## config.mk

```make
export PLATFORM = sky130hd
export DESIGN_NAME = clk_switch_ctrl_ble_flat
export DESIGN_NICKNAME = d
export VERILOG_FILES = /design/src/rtl/clk_switch_ble_pkg.sv /design/src/rtl/clk_switch_ctrl_ble_if.sv /design/src/rtl/rr_arbiter_ble.sv /design/src/rtl/clk_switch_ctrl_ble.sv /design/src/flat_wrapper.sv
export SDC_FILE = /design/constraint.sdc
export NUM_CORES = 1
export LEC_CHECK = 0
export CORE_AREA = 5 5 56 58
export DETAILED_ROUTE_END_ITERATION = 10
export DIE_AREA = 0 0 61 63
export HOLD_SLACK_MARGIN = 0.05
export PLACE_DENSITY = 0.76
export SLEW_MARGIN = 0
export SYNTH_ARGS = -nofsm -noshare
export SYNTH_HDL_FRONTEND = slang
export SYNTH_SLANG_ARGS = --single-unit
```

## constraint.sdc

```tcl
create_clock -name clk -period 4 [get_ports clk]
set_input_delay 1.2 -clock clk [delete_from_list [all_inputs] [get_ports clk]]
set_output_delay 1.2 -clock clk [all_outputs]
set_load 0.01 [all_outputs]
```

## src/rtl/clk_switch_ble_pkg.sv

```systemverilog
// Shared definitions for the BLE PHY clock-switch sequencer: state encoding,
// constant-width helpers and the one-hot select encoder.
package clk_switch_ble_pkg;

  localparam logic [1:0] ST_IDLE     = 2'd0;
  localparam logic [1:0] ST_GATE_OFF = 2'd1;
  localparam logic [1:0] ST_SELECT   = 2'd2;
  localparam logic [1:0] ST_ACK      = 2'd3;

  localparam int MAX_CLOCKS = 32;

  typedef enum logic [1:0] {
    IDLE     = ST_IDLE,
    GATE_OFF = ST_GATE_OFF,
    SELECT   = ST_SELECT,
    ACK      = ST_ACK
  } state_e;

  function automatic int clog2(input int v);
    int r;
    r = 0;
    for (int i = 0; i < 31; i++) begin
      if ((1 << i) < v) r = i + 1;
    end
    return r;
  endfunction

  // Out-of-range indices encode to all-zero so they can never enable a mux leg.
  function automatic logic [MAX_CLOCKS-1:0] onehot(input int unsigned idx);
    return (idx < MAX_CLOCKS) ? (MAX_CLOCKS'(1) << idx) : '0;
  endfunction

endpackage

```

## src/rtl/clk_switch_ctrl_ble_if.sv

```systemverilog
// Requester/mux-facing signal bundle of the clock-switch sequencer.
interface clk_switch_ctrl_ble_if #(
  parameter int NUM_CLOCKS = 2,
  parameter int NUM_REQ    = 3,
  parameter int SRC_W      = 1
);
  logic [NUM_REQ-1:0]       req_valid;
  logic [NUM_REQ*SRC_W-1:0] req_src;
  logic [NUM_REQ-1:0]       done;
  logic                     err;
  logic [NUM_CLOCKS-1:0]    clk_select;
  logic [SRC_W-1:0]         cur_src;
  logic                     busy;

  modport master (
    output req_valid, req_src,
    input  done, err, clk_select, cur_src, busy
  );

  modport slave (
    input  req_valid, req_src,
    output done, err, clk_select, cur_src, busy
  );
endinterface

```

## src/rtl/rr_arbiter_ble.sv

```systemverilog
// Round-robin arbiter: combinational grant from a registered priority pointer
// that moves past the winner whenever a grant is taken.
module rr_arbiter_ble
  import clk_switch_ble_pkg::*;
#(
  parameter int N     = 3,
  parameter int IDX_W = (N > 1) ? clog2(N) : 1
) (
  input  logic             clk,
  input  logic             rst,
  input  logic [N-1:0]     req,
  input  logic             advance,
  output logic [N-1:0]     grant_oh,
  output logic [IDX_W-1:0] grant_idx
);

  logic [IDX_W-1:0] ptr_q;

  always_comb begin
    logic        found;
    int unsigned idx;
    grant_oh  = '0;
    grant_idx = '0;
    found     = 1'b0;
    idx       = 0;
    for (int k = 0; k < N; k++) begin
      idx = (int'(ptr_q) + k) % N;
      if (!found && req[idx]) begin
        found         = 1'b1;
        grant_oh[idx] = 1'b1;
        grant_idx     = IDX_W'(idx);
      end
    end
  end

  always_ff @(posedge clk) begin
    if (rst) begin
      ptr_q <= '0;
    end else if (advance && |req) begin
      ptr_q <= (grant_idx == IDX_W'(N - 1)) ? '0 : grant_idx + 1'b1;
    end
  end

endmodule

```

## src/rtl/clk_switch_ctrl_ble.sv

```systemverilog
// Break-before-make sequencer for the BLE PHY clock mux: arbitrates source
// requests, gates all selects off, drains, selects the new leg, settles, acks.
module clk_switch_ctrl_ble
  import clk_switch_ble_pkg::*;
#(
  parameter int NUM_CLOCKS    = 2,
  parameter int NUM_REQ       = 3,
  parameter int SRC_W         = 1,
  parameter int DRAIN_CYCLES  = 8,
  parameter int SETTLE_CYCLES = 8,
  parameter int DEFAULT_SRC   = 0
) (
  input logic                  clk,
  input logic                  rst,
  clk_switch_ctrl_ble_if.slave bus
);

  localparam int CNT_MAX = (DRAIN_CYCLES > SETTLE_CYCLES) ? DRAIN_CYCLES : SETTLE_CYCLES;
  localparam int CNT_W   = clog2(CNT_MAX + 1);
  localparam int IDX_W   = (NUM_REQ > 1) ? clog2(NUM_REQ) : 1;

  localparam logic [CNT_W-1:0]      DRAIN_LD    = CNT_W'(DRAIN_CYCLES - 1);
  localparam logic [CNT_W-1:0]      SETTLE_LD   = CNT_W'(SETTLE_CYCLES - 1);
  localparam logic [NUM_CLOCKS-1:0] DEFAULT_SEL = NUM_CLOCKS'(onehot(DEFAULT_SRC));
  localparam logic [SRC_W-1:0]      DEFAULT_IDX = SRC_W'(DEFAULT_SRC);

  state_e                state_q;
  logic [CNT_W-1:0]      cnt_q;
  logic [SRC_W-1:0]      tgt_q;
  logic [NUM_REQ-1:0]    grant_q;
  logic                  inval_q;
  logic [NUM_CLOCKS-1:0] sel_q;
  logic [SRC_W-1:0]      cur_q;
  logic [NUM_REQ-1:0]    done_q;
  logic                  err_q;
  logic                  busy_q;

  logic [NUM_REQ-1:0]    arb_oh;
  logic [IDX_W-1:0]      arb_idx;
  logic [SRC_W-1:0]      tgt_d;
  logic                  inval_d;
  logic [NUM_CLOCKS-1:0] tgt_oh;
  logic                  ack_now;

  rr_arbiter_ble #(.N(NUM_REQ), .IDX_W(IDX_W)) u_arb (
    .clk       (clk),
    .rst       (rst),
    .req       (bus.req_valid),
    .advance   (state_q == IDLE),
    .grant_oh  (arb_oh),
    .grant_idx (arb_idx)
  );

  // ACK is entered either with done already issued (from SELECT) or without it
  // (same-source / invalid path), in which case done goes out one cycle later.
  always_comb begin
    tgt_d   = bus.req_src[int'(arb_idx)*SRC_W +: SRC_W];
    inval_d = int'(tgt_d) >= NUM_CLOCKS;
    tgt_oh  = NUM_CLOCKS'(onehot(int'(tgt_q)));
    ack_now = ((state_q == SELECT) && (cnt_q == '0)) ||
              ((state_q == ACK) && !(|done_q));
  end

  always_ff @(posedge clk) begin
    if (rst) begin
      state_q <= IDLE;
      sel_q   <= DEFAULT_SEL;
      cur_q   <= DEFAULT_IDX;
      done_q  <= '0;
      err_q   <= 1'b0;
      busy_q  <= 1'b0;
    end else begin
      done_q <= '0;
      err_q  <= 1'b0;
      case (state_q)
        IDLE: begin
          if (|bus.req_valid) begin
            busy_q  <= 1'b1;
            tgt_q   <= tgt_d;
            grant_q <= arb_oh;
            inval_q <= inval_d;
            if (inval_d || (tgt_d == cur_q)) begin
              state_q <= ACK;
            end else begin
              state_q <= GATE_OFF;
              sel_q   <= '0;
              cnt_q   <= DRAIN_LD;
            end
          end
        end
        GATE_OFF: begin
          if (cnt_q == '0) begin
            state_q <= SELECT;
            sel_q   <= tgt_oh;
            cnt_q   <= SETTLE_LD;
          end else begin
            cnt_q <= cnt_q - 1'b1;
          end
        end
        SELECT: begin
          if (cnt_q == '0) state_q <= ACK;
          else             cnt_q   <= cnt_q - 1'b1;
        end
        ACK: begin
          if (|done_q) begin
            state_q <= IDLE;
            busy_q  <= 1'b0;
          end
        end
        default: state_q <= IDLE;
      endcase
      if (ack_now) begin
        done_q <= grant_q;
        err_q  <= inval_q;
        if (!inval_q) cur_q <= tgt_q;
      end
    end
  end

  assign bus.done       = done_q;
  assign bus.err        = err_q;
  assign bus.clk_select = sel_q;
  assign bus.cur_src    = cur_q;
  assign bus.busy       = busy_q;

endmodule

```

## src/flat_wrapper.sv

```systemverilog
// flat-port wrapper written by rule: the top's interface ports become plain ports
module clk_switch_ctrl_ble_flat import clk_switch_ble_pkg::*;
#(
  parameter int NUM_CLOCKS    = 2,
  parameter int NUM_REQ       = 3,
  parameter int SRC_W         = 1,
  parameter int DRAIN_CYCLES  = 8,
  parameter int SETTLE_CYCLES = 8,
  parameter int DEFAULT_SRC   = 0
)
  (clk, rst, bus_req_valid, bus_req_src, bus_done, bus_err, bus_clk_select, bus_cur_src, bus_busy);
  clk_switch_ctrl_ble_if #(.NUM_CLOCKS(NUM_CLOCKS), .NUM_REQ(NUM_REQ), .SRC_W(SRC_W)) bus_i ();
  input logic clk;
  input logic rst;
  input wire logic [$bits(bus_i.req_valid)-1:0] bus_req_valid;
  input wire logic [$bits(bus_i.req_src)-1:0] bus_req_src;
  output wire logic [$bits(bus_i.done)-1:0] bus_done;
  output wire logic [$bits(bus_i.err)-1:0] bus_err;
  output wire logic [$bits(bus_i.clk_select)-1:0] bus_clk_select;
  output wire logic [$bits(bus_i.cur_src)-1:0] bus_cur_src;
  output wire logic [$bits(bus_i.busy)-1:0] bus_busy;
  assign bus_i.req_valid = bus_req_valid;
  assign bus_i.req_src = bus_req_src;
  assign bus_done = bus_i.done;
  assign bus_err = bus_i.err;
  assign bus_clk_select = bus_i.clk_select;
  assign bus_cur_src = bus_i.cur_src;
  assign bus_busy = bus_i.busy;
  clk_switch_ctrl_ble #(.NUM_CLOCKS(NUM_CLOCKS), .NUM_REQ(NUM_REQ), .SRC_W(SRC_W), .DRAIN_CYCLES(DRAIN_CYCLES), .SETTLE_CYCLES(SETTLE_CYCLES), .DEFAULT_SRC(DEFAULT_SRC)) u_core (.clk(clk), .rst(rst), .bus(bus_i));
endmodule
```

# ---- After elaboration in Yosys (flattened, before gate mapping)
# Index checks and enable logic that the tools add are counted.
dict set report word_totals {
  register_bits 19
  latchBits 0
  mem_bits_rw 0
  rom_bits 0
  inputBits 8
  out_inout_bits 8
  elab_cells 103
  memories 0
}
dict set report op_classes {
  n_addsub 4
  mul 0
  n_div 3
  magnitude_cmp 6
  n_eq_ne 11
  shifts 2
  muxes 39
  n_bitwise 4
  reduce_logical 25
}
# operator n
set ops {}
lappend ops {{$ge 32x1->1 const B} 3}
lappend ops {{$lt 32x3->1 const B} 3}
lappend ops {{$mod 32x3->32 const B} 2}
lappend ops {{$mod 3x3->32 const B} 1}
lappend ops {{$mux 2} 12}
lappend ops {{$mux 4} 4}
lappend ops {{$pmux 4 s3} 1}
lappend ops {{$mux 1} 10}
lappend ops {{$mux 3} 3}
lappend ops {{$logic_and 1x1->1} 8}
lappend ops {{$ne 2x2->1 const B} 4}
lappend ops {{$pmux 2 s4} 1}
lappend ops {{$reduce_and 4->1} 2}
lappend ops {{$bmux 1 s2} 3}
lappend ops {{$demux 1 s2} 3}
lappend ops {{$eq 2x2->1 const B} 3}
lappend ops {{$or 3x3->3} 2}
lappend ops {{$reduce_and 3->1} 2}
lappend ops {{$reduce_or 3->1} 2}
lappend ops {{$reduce_and 5->1} 1}
lappend ops {{$logic_not 4->1} 1}
lappend ops {{$ne 2x1->1 const B} 2}
lappend ops {{$pmux 2 s2} 1}
lappend ops {{$reduce_bool 2->1} 2}
lappend ops {{15 further kinds} 18}

# ---- Longest topological paths before layout
dict set report logic_depth {
  depth_word 15
  ltp_mapped 10
}

# ---- Modules after synthesis
# Synthesis repeated with hierarchy kept, for this count alone.
dict set report hier_totals {
  cells_unflattened 150
  hier_area_um2 1412.6
}
# module instances cells_each area_per_inst_um2 seq_area_each_um2
set modules_own_cells {}
lappend modules_own_cells {clk_switch_ctrl_ble 1 104 1036.0 420.4}
lappend modules_own_cells {rr_arbiter_ble 1 46 376.6 40.0}

# ---- Least setup slack after synthesis
# OpenSTA, ideal clock, no wires.
dict set report synth_path {
  path_kind {in2reg}
  start {input port bus_req_valid[0]}
  end {register u_core.cnt_q[0], enable pin}
  setup_time_ps 373
  arrival_ps 2861
  path_slack_ps 767
  cell_stages 7
  n_path_buf 0
  path_cell_list {nor3b_1 > o31a_1 > or3_4 > a32oi_2 > xnor2_1 > o21a_1 > a2111oi_2}
}
dict set report synth_between {
  elab_chain_cells 13
  elab_cells_between_ends 21
  cone_classes {3 x eq/ne; 1 x shift; 11 x mux; 6 x reduce/logical}
}
# item line
set synth_lines {}
lappend synth_lines {{from (decl)} flat_wrapper.sv:15} ;# input wire logic [$bits(bus_i.req_valid)-1:0] bus_req_valid;
lappend synth_lines {{$bmux 1 s2} rr_arbiter_ble.sv:28} ;# if (!found && req[idx]) begin
lappend synth_lines {{$mux 1 (implied by the code)} rr_arbiter_ble.sv:28}
lappend synth_lines {{$mux 1} rr_arbiter_ble.sv:28}
lappend synth_lines {{$logic_not 1->1} rr_arbiter_ble.sv:28}
lappend synth_lines {{$logic_and 1x1->1} rr_arbiter_ble.sv:28}
lappend synth_lines {{$mux 1} rr_arbiter_ble.sv:28}
lappend synth_lines {{$logic_not 1->1} rr_arbiter_ble.sv:28}
lappend synth_lines {{$logic_and 1x1->1} rr_arbiter_ble.sv:28}
lappend synth_lines {{$mux 2 *} rr_arbiter_ble.sv:28}
lappend synth_lines {{$shiftx 3x3->1 *} clk_switch_ctrl_ble.sv:57} ;# tgt_d = bus.req_src[int'(arb_idx)*SRC_W +: SRC_W];
lappend synth_lines {{net u_core.tgt_d} clk_switch_ctrl_ble.sv:40} ;# logic [SRC_W-1:0] tgt_d;
lappend synth_lines {{$eq 1x1->1 *} clk_switch_ctrl_ble.sv:82} ;# if (inval_d || (tgt_d == cur_q)) begin
lappend synth_lines {{$ne 2x2->1 (no line) *} n/a}
lappend synth_lines {{$reduce_and 5->1 (no line) *} n/a}
lappend synth_lines {{to (signal assigned)} clk_switch_ctrl_ble.sv:97} ;# cnt_q <= cnt_q - 1'b1;
lappend synth_lines {{to (signal assigned)} clk_switch_ctrl_ble.sv:102} ;# else cnt_q <= cnt_q - 1'b1;
lappend synth_lines {{to (decl)} clk_switch_ctrl_ble.sv:28} ;# logic [CNT_W-1:0] cnt_q;
# The timed path passes the listed nets; every way through them passes the cells marked *. The select of a mux whose other input is x is not followed.
# A chain may end at the register's enable or synchronous reset.

# ---- Worst setup path after layout
dict set report layout_path {
  start {input port bus_req_valid[0]}
  end {register u_core.cnt_q[2], enable pin}
}
# The elaborated chain is that of the path after synthesis.

==> out/results.txt <==
vias per cell: 5.84
CTS clk-pin slew, worst paths: 0.09 ns
status: completed
startpoint types: input port
final hold vios: 0
FF+latch count, synth: 19
Post-synth ARST share: 0%
worst setup margin: 0.382 ns
FP Rows: 19
most common cell in the synthesized netlist: nor2_1
multi-input logic area: 772 um^2
RSZ-0062 raised after global routing: no
Post-Syn Area: 0.00135 mm^2
clk sinks: 19
CTS tree: done
max frequency: 0.276 GHz
Worst Setup EP: u_core.cnt_q[2]
Lkg Pwr: 0.000580 uW
Final min period: 3.62 ns
setup TNS: 0 ns
clock skew: 0.00382 ns
Die Span Y: 63 um
CP startpoint: bus_req_valid[0]
# H-tree levels: 1
CTS resizes: 0
Unique masters post-synth: 44
Total GRT Usage: 16.1%
first-pass detailed-route iteration total: 4
layout cells sized above 1: 8.18%
Avg Cell Area, Syn: 9.11 um^2
Hold-fix buffers, CTS: 0
Seq/Total Area, Yosys: 34.2%
Setup WS pre-CTS: 0.109 ns
Total Nets Final: 178
Syn. warnings: 0
slew margin rel.: 65.1%
Synth area leader: edfxtp_1
period utilisation layout: 90.5%
die area: 0.00384 mm^2
peak supply drop: 0.489 mV
crit path DAT: 3.64 ns
Clk Tree Root Cell: clkbuf_4
# Post-CTS Setup Buffers: 0
Register Area: 460 um^2
pwr dens: 732 mW/mm^2
Worst Path Max Fanout: 5
Max Cap Viol: 0
residual DRC count: 0
final setup violation count: 0
Iteration-0 DRC Markers: 54
detailed-route via count: 1110
Buffers on Ports: 14
top_reg_cell synth: dfxtp_1
syn nets: 166
total grt overflow: 0
total core area: 0.00262 mm^2
vias in the first global route: 1183
Wirelength per Cell: 13.8 um
GPL Wtd Cong: 0.933
drt total wl: 2.62 mm
Bufs on Longest Clock Path: 2
Post-DRT Antenna Nets: 0
FF-to-FF End: u_core.cnt_q[2]
dpl hpwl: 2.10 mm
largest net degree at the start of global routing: 14
Final Max Tran Viols: 0
CTS buffer count: 3
area grow syn2layout: 10.0%
Critical Path Sink Type: flip-flop
Crit Reg-Reg Startpoint: u_core.u_arb.ptr_q[0]
Diodes inserted: 0
# fillers: 260
Starting Density: 51.5%
Tightest Pin Transition: 0.522 ns
worst setup path class: input port to flip-flop
I/O Pins: 16
synth top area cells: edfxtp_1 18%, dfxtp_1 16%, ha_1 9.3%
first-pass GRT wire length: 4.73 mm
Die Width: 61 um
top-area cell type share of the netlist area: 17.8%
number of cells on the worst reg-to-reg path: 10
initial antenna violation count: 0
Syn Inst Count: 148
commonest cells in the netlist: 18 x nor2_1, 11 x a21oi_1, 11 x dfxtp_1
EDFF count, synth: 8
Clock Latency Late Sink: 0.30 ns
Hold WC Path Type: flip-flop to flip-flop
Critical Path RT: 4.02 ns
R2R Setup Slk: 0.88 ns
-- per-stage QoR --
step | area [um^2] | utilization, % | hold slack [ns] | power (uW) | cells
after CTS | 1480 | 56.7 | 0.462 | 1090 | 190
after global placement | 1460 | 55.7 | 0.422 | 955 | 186
after global routing | 1480 | 56.7 | 0.470 | 1190 | 190
after floorplan | 1350 | - | 0.420 | 875 | 148
after detailed placement | 1460 | 55.7 | 0.439 | 992 | 186
final | 1480 | 56.7 | 0.455 | 1080 | 190
-- layer usage --
metal  vias up  wire length, um  global-route usage, %
met5         -                0                      0
met4         0              101                   12.2
met3        10               79                   2.69
met2        33             1470                   28.2
met1       527              971                   15.9
li1        540                -                      -
-- worst min-delay path by stage --
stage	startpoint	to	slack, ns	cells past startpoint
6_report	u_core.grant_q[2]	u_core.bus.done[2]	0.46	1
3_5_place_dp	u_core.grant_q[1]	u_core.bus.done[1]	0.44	1
4_1_cts	u_core.grant_q[1]	u_core.bus.done[1]	0.46	1
2_1_floorplan	u_core.grant_q[0]	u_core.bus.done[0]	0.42	1
3_3_place_gp	u_core.grant_q[2]	u_core.bus.done[2]	0.42	1
5_1_grt	u_core.grant_q[2]	u_core.bus.done[2]	0.47	1
-- layout make-up --
type	count	area share (%)
clock buffer	4	1.77
inverter	10	2.53
multi-input combinational	111	52.1
sequential	19	31.1
tap	31	2.62
timing repair buffer	15	9.96
-- cells by family after synthesis --
group | share of synthesized area, %
AO/OA/AOI/OAI | 20.5
flip-flops | 34.2
buffers and inverters | 8.54
multiplexers | 3.99
adder cells (fa/ha/maj) | 9.29
XOR/XNOR | 1.95
other | 0.278
AND/OR/NAND/NOR | 21.3
-- registers in the layout, indices dropped and copies added, names as in the netlist --
name	count
u_core.tgt_q	1
u_core.bus.clk_select	2
u_core.bus.done	3
u_core.bus.cur_src	1
u_core.grant_q	3
u_core.u_arb.ptr_q	2
u_core.state_q	2
u_core.bus.busy	1
u_core.cnt_q	4
-- worst max-delay path, cell delays in order --
cell             delay (ns)
clkdlybuf4s50_1        0.57
nor3b_1                0.09
o31a_1                 0.31
o31ai_1                0.41
a32oi_2                0.23
xnor2_1                0.18
o21a_1                 0.19
a2111oi_2              0.27
buf_4                  0.19
-- cell usage in the layout, fill, tap and decap left out, types with 3 or more instances in the layout --
| master | instances |
|---|---|
| nor2_1 | 18 |
| mux2i_1 | 4 |
| nand3b_1 | 3 |
| nand2b_1 | 3 |
| o21ai_0 | 9 |
| ha_1 | 10 |
| nor2b_1 | 4 |
| inv_1 | 10 |
| clkbuf_4 | 3 |
| nand2_1 | 9 |
| edfxtp_1 | 8 |
| o21a_1 | 3 |
| a21oi_1 | 11 |
| nor3_1 | 4 |
| and2_1 | 3 |
| clkdlybuf4s50_1 | 14 |
| dfxtp_1 | 11 |
-- power breakdown --
group | switching, uW | internal [uW] | total, uW | leakage, uW
Sequential | 42.2 | 293 | 335 | 0.000165
Combinational | 373 | 283 | 656 | 0.000400
Clock | 54.9 | 38.9 | 93.8 | 0.0000150
(Power assumes the default switching activity.)
